$ cat config.mk
export PLATFORM = sky130hd
export DESIGN_NAME = ucsbece154a_imem_arbiter
export DESIGN_NICKNAME = d
export VERILOG_FILES = /design/src/rtl/ucsbece154a_imem_arbiter.sv
export SDC_FILE = /design/constraint.sdc
export NUM_CORES = 1
export LEC_CHECK = 0
export CELL_PAD_IN_SITES_DETAIL_PLACEMENT = 0
export CELL_PAD_IN_SITES_GLOBAL_PLACEMENT = 1
export CORE_AREA = 2 2 116 118
export DETAILED_ROUTE_END_ITERATION = 6
export DIE_AREA = 0 0 118 120
export PLACE_DENSITY = 0.9
export SYNTH_ARGS = -nofsm -noshare
export SYNTH_HDL_FRONTEND = slang
export SYNTH_SLANG_ARGS = --single-unit
export TNS_END_PERCENT = 50
$ cat constraint.sdc
create_clock -name clk -period 2.1 [get_ports clk]
set_input_delay 0.42 -clock clk [delete_from_list [all_inputs] [get_ports clk]]
set_output_delay 0.42 -clock clk [all_outputs]
set_load 0.01 [all_outputs]
$ cat src/rtl/ucsbece154a_imem_arbiter.sv
// ucsbece154a_imem_arbiter
//   Shares the instruction memory read port between the fetch path (f_*)
//   and the debug/trace path (d_*). Round-robin on conflict using a
//   last-served pointer. Responses are registered per port with a
//   one-cycle rvalid pulse. Misaligned and out-of-range addresses are
//   flagged through err.
//
// Ports:
//   clk, reset_n            clock, asynchronous active-low reset
//   f_req_i / f_addr_i      fetch request and byte address
//   f_gnt_o                 fetch accepted this cycle (combinational)
//   f_rvalid_o / f_rdata_o / f_err_o   fetch response (registered)
//   d_*                     same set for the debug port
//   mem_a_o                 word-aligned address to instruction memory
//   mem_rd_i                combinational read data from instruction memory
module ucsbece154a_imem_arbiter #(
    parameter int unsigned NUM_WORDS = 64
) (
    input  logic        clk,
    input  logic        reset_n,

    input  logic        f_req_i,
    input  logic [31:0] f_addr_i,
    output logic        f_gnt_o,
    output logic        f_rvalid_o,
    output logic [31:0] f_rdata_o,
    output logic        f_err_o,

    input  logic        d_req_i,
    input  logic [31:0] d_addr_i,
    output logic        d_gnt_o,
    output logic        d_rvalid_o,
    output logic [31:0] d_rdata_o,
    output logic        d_err_o,

    output logic [31:0] mem_a_o,
    input  logic [31:0] mem_rd_i
);

    localparam int unsigned ADDR_WIDTH = $clog2(NUM_WORDS);

    typedef enum logic {
        LAST_F = 1'b0,
        LAST_D = 1'b1
    } last_e;

    last_e       last_q, last_d;
    logic [31:0] sel_addr;
    logic        misaligned;
    logic        out_of_range;
    logic [31:0] resp_data;
    logic        resp_err;

    // State register: reset to LAST_D so fetch wins the first conflict.
    always_ff @(posedge clk or negedge reset_n) begin
        if (!reset_n) begin
            last_q <= LAST_D;
        end else begin
            last_q <= last_d;
        end
    end

    // Next-state: pointer follows the served port, holds when idle.
    always_comb begin
        last_d = last_q;
        if (f_gnt_o) begin
            last_d = LAST_F;
        end else if (d_gnt_o) begin
            last_d = LAST_D;
        end
    end

    // Outputs: grants and memory address. On conflict the port not served
    // last gets the grant.
    always_comb begin
        f_gnt_o  = f_req_i & (~d_req_i | (last_q == LAST_D));
        d_gnt_o  = d_req_i & (~f_req_i | (last_q == LAST_F));
        sel_addr = '0;
        if (f_gnt_o) begin
            sel_addr = f_addr_i;
        end else if (d_gnt_o) begin
            sel_addr = d_addr_i;
        end
        mem_a_o = {sel_addr[31:2], 2'b00};
    end

    // Error classification of the granted address. Out of range wins over
    // misaligned for the data value; either raises err.
    always_comb begin
        misaligned   = |sel_addr[1:0];
        out_of_range = |sel_addr[31:ADDR_WIDTH+2];
        resp_data    = out_of_range ? '0 : mem_rd_i;
        resp_err     = misaligned | out_of_range;
    end

    // Per-port response registers; only the granted port's data/err update.
    always_ff @(posedge clk or negedge reset_n) begin
        if (!reset_n) begin
            f_rvalid_o <= 1'b0;
            f_rdata_o  <= '0;
            f_err_o    <= 1'b0;
            d_rvalid_o <= 1'b0;
            d_rdata_o  <= '0;
            d_err_o    <= 1'b0;
        end else begin
            f_rvalid_o <= f_gnt_o;
            d_rvalid_o <= d_gnt_o;
            if (f_gnt_o) begin
                f_rdata_o <= resp_data;
                f_err_o   <= resp_err;
            end
            if (d_gnt_o) begin
                d_rdata_o <= resp_data;
                d_err_o   <= resp_err;
            end
        end
    end

endmodule

-- After elaboration in Yosys (flattened, before gate mapping)
Cells that the tools add are included.
- logic and storage cells: 23
- output and inout bits: 102
- flip-flop bits (word level): 69
- input bits: 100
- reduce and logical (&&, ||, !) cells: 3
- bitwise operators: 8
- multiplexer cells: 5
- operators by type and width (operator ; number):
    2-to-1 mux 32 bit ; 3
    OR reduction 24 bit ; 1
    NOT 1 bit ; 3
    OR 1 bit ; 3
    bitwise AND 1 bit ; 2
    2-to-1 mux 1 bit ; 2
    nonzero test 2 bit ; 1
    OR reduction 2 bit ; 1

-- Depth between registers and ports, before layout
- depth in word-level cells: 7
- gate-level depth with buffers: 5
- mapped depth without buffers: 3

-- Least setup slack after synthesis
Ideal clock, no wire load.
- path kind: reg2out
- start point: register last_q
- end point: output mem_a_o[24]
- data required time: 1680 ps
- cell stages (with the launch flop): 6
- arrival time: 1298 ps
- setup slack: 382 ps
- buffers on the path: 2
- cell sequence: dfstp_2 nand2b_1 and2_1 buf_2 buf_2 a22o_1
- longest elaborated chain between the ends: 5
- elaborated cells between the ends (all ways): 7
- those cells by class: mux (2); bitwise (5)
- ends and longest elaborated chain (what ; line ; RTL):
    start: declaration ; 47 ; last_e last_q, last_d;
    start signal: assignment ; 59 ; last_q <= last_d;
    NOT 1 bit ; 77 ; d_gnt_o = d_req_i & (~f_req_i | (last_q == LAST_F));
    OR 1 bit ; 77 ;
    bitwise AND 1 bit ; 77 ;
    2-to-1 mux 32 bit ; 81 ; end else if (d_gnt_o) begin
    2-to-1 mux 32 bit * ; 79 ; if (f_gnt_o) begin
    end: declaration ; 36 ; output logic [31:0] mem_a_o,
Mark *: on every way between the ends. The rest lies on a longest branch, timed or not.

-- Final worst setup path
- start point: register last_q
- end point: output mem_a_o[30]
Same word-level chain as after synthesis.

==> results_dict.tcl <==
set metrics [dict create \
    status "finished with violations" \
    violations "setup timing" \
    cts_tree "done" \
    setup_ws_ns -0.0184 \
    cp-start-kind "flop" \
    dpl-instance-area_sq_um 6050 \
    syn_to_final_growth_pct 66.2 \
    synth_top_cell_area_share_pct 44.4 \
    setup_violations 3 \
    drt_iter0_drc 233 \
    drcViolationCount 0 \
    clk_pin_slew_ns 0.06 \
    yosysUniqueCellTypes 30 \
    vias 3480 \
    synthMuxAreaShare_pct 0 \
    synth_top_cell_by_area "dfrtp_1" \
    hold_viol 0 \
    start_util_pct 29.5 \
    dp_hpwl_um 9500 \
    clock_latency_ns 0.33 \
    wl_per_cell_um 18.4 \
    cts_root_buf "clkbuf_16" \
    htree_levels 3 \
    io_buffers 199 \
    gp_congestion 0.936 \
    worstPathArrival_ns 1.70 \
    critical_path_class "flop to output pin" \
    cts_made_buffers 9 \
    hp-class "primary input to asynchronous set/reset pin" \
    grt_pass1_vias 3863 \
    viasPerCell 4.94 \
    core_area_sq_um 13000 \
    clk_path_buf_depth 2 \
    cts.sinks 69 \
    avgSynthCellArea_sq_um 12.1 \
    io_pins 202 \
    ys_ff_latch 69 \
    slew_violations 0 \
    grtUsageTotal_pct 18.3 \
    maxCapViolCount 0 \
    grt_max_degree 45 \
    fp.dieW_um 118 \
    final.min_clock_period_ns 2.12 \
    crit_required_ns 1.68 \
    place_ws_ns -0.557 \
    design_area_sq_um 6360 \
    final_nets 623 \
    fin_skew_ns 0.00402 \
    firstDrtPassIters 4 \
    async_flop_share_pct 100 \
    synth_warnings 0 \
    synth_seq_area_share_pct 45.1 \
    die_area_sq_um 14200 \
    netlist_instances 317 \
    grt_setup_unrepaired "yes" \
    grt_pass1_wl_um 20400 \
    total_leakage_power_nw 2.74 \
    synth_top_family_by_area "compound AO/OA/AOI/OAI gates" \
    synth-main-ff-cell "dfrtp_1" \
    synthAdderAreaFrac_pct 0 \
    synth_edf_count 0 \
    ant_nets 0 \
    synthXorXnorAreaFrac_pct 0 \
    n_antenna_cell 0 \
    wl_um 13000 \
    drive_above_1_share_pct 29.0 \
    synth_area_sq_um 3830 \
    fin_crit_sh_pct 101 \
    slew-limit-headroom_pct 66.4 \
    die_h_um 120 \
    critical_path_peak_fanout 6 \
    ys_top_cells_by_area "dfrtp_1, o32ai_2, o41ai_2" \
    globalRouteOverflowTotal 0 \
    max_clock_freq_ghz 0.472 \
    grt_antenna_before_repair 0 \
    post-route-util_pct 49.0 \
    power-per-cell-area_nw_per_um2 556 \
    crit_path_end_kind "output pin" \
    synthSimpleGateAreaFrac_pct 7.91 \
    fp-row-count 42 \
    peakVddDrop_mv 0.295 \
    worstMarginPinSlew_ns 0.504 \
    synth_compound_area_share_pct 34.4 \
    startpoint "last_q" \
    reg2reg_from "last_q" \
]
[synthesized netlist by cell type, drive strengths merged, types with 3 or more instances]
master   n
dfrtp   68
inv     65
nand2   33
o32ai   32
o41ai   32
a22o    30
buf     26
nor4    12
clkbuf   4
nand4    3
[area by class of cell]
cell class / count / area, sq um
Timing Repair Buffer: 225 / 2200
Fill cell: 1167 / 6620
Multi-Input combinational cell: 153 / 1670
Sequential cell: 69 / 1730
Clock buffer: 9 / 225
Clock inverter: 7 / 75.1
Inverter: 65 / 246
Tap cell: 176 / 220
[cell families (layout without fill, tap and decap cells)]
family,after synthesis,count (layout)
AO/OA/AOI/OAI,99,99
buffers and inverters,96,306
flip-flops,69,69
other,1,2
AND/OR/NAND/NOR,52,52
[final timing paths]
path	to	cells after the start	slack [ns]
setup / recovery	mem_a_o[30]	6	-0.02
hold / removal	f_rdata_o[30]	1	0.01
setup reg to reg	d_rdata_o[0]	6	0.25
hold reg to reg	d_rdata_o[1]	2	0.47
max in group asynchronous	f_rdata_o[5]	2	1.51
min in group clk	d_rdata_o[1]	2	0.47
[sequential cells by signal, indices dropped and copies added, names as in the netlist]
signal      cells
d_rvalid_o      1
f_rvalid_o      1
f_err_o         1
d_err_o         1
d_rdata_o      32
last_q          1
f_rdata_o      32
[worst max-delay path: stages, from the launching register on]
cell and delay [ns]:
dfstp_2 0.55, nand2b_4 0.12, and2_4 0.17, buf_12 0.13, buf_12 0.11, a22o_1 0.16, buf_2 0.14
[timing repair]
action / CTS / global route
pin swaps: 16 / 12
setup endpoints to repair: 32 / 29
gates cloned: 1 / 2
gates resized for setup: 138 / 2
setup buffers: 3 / 2
hold buffers: 0 / 0
[stage by stage]
stage	cells	total power, mW	hold WS [ns]	setup TNS [ns]
5_1_grt	704	3.68	0.0226	-1.16
3_3_place_gp	681	2.05	0.353	-16.17
2_1_floorplan	318	1.62	0.124	0
6_report	704	3.54	0.0120	-0.0268
4_1_cts	701	3.56	0.00993	-0.447
3_5_place_dp	681	2.06	0.365	-17.91
[layout by cell type (no fill, tap or decap), drive strengths merged, types with 2 or more instances in the layout]
master and count:
nor4 12, clkdlybuf4s50 164, a22o 30, nand4 3, dfrtp 68, conb 2
inv 66, o32ai 32, o41ai 32, buf 56, nand2 33, clkbuf 11
clkinv 5, dlygate4sd2 3
[routing by layer]
layer	vias up	global-route usage, %	routed length, um
li1	1573	-	-
met1	1713	20.6	4970
met2	169	32.0	6550
met3	25	6.18	1050
met4	0	7.23	389
met5	-	0	0
[report_power, final]
part	internal (mW)	switching [mW]
Sequential	1.34	0.00324
Clock	0.924	0.576
Combinational	0.365	0.328
Power figures use the tool's default switching activity.
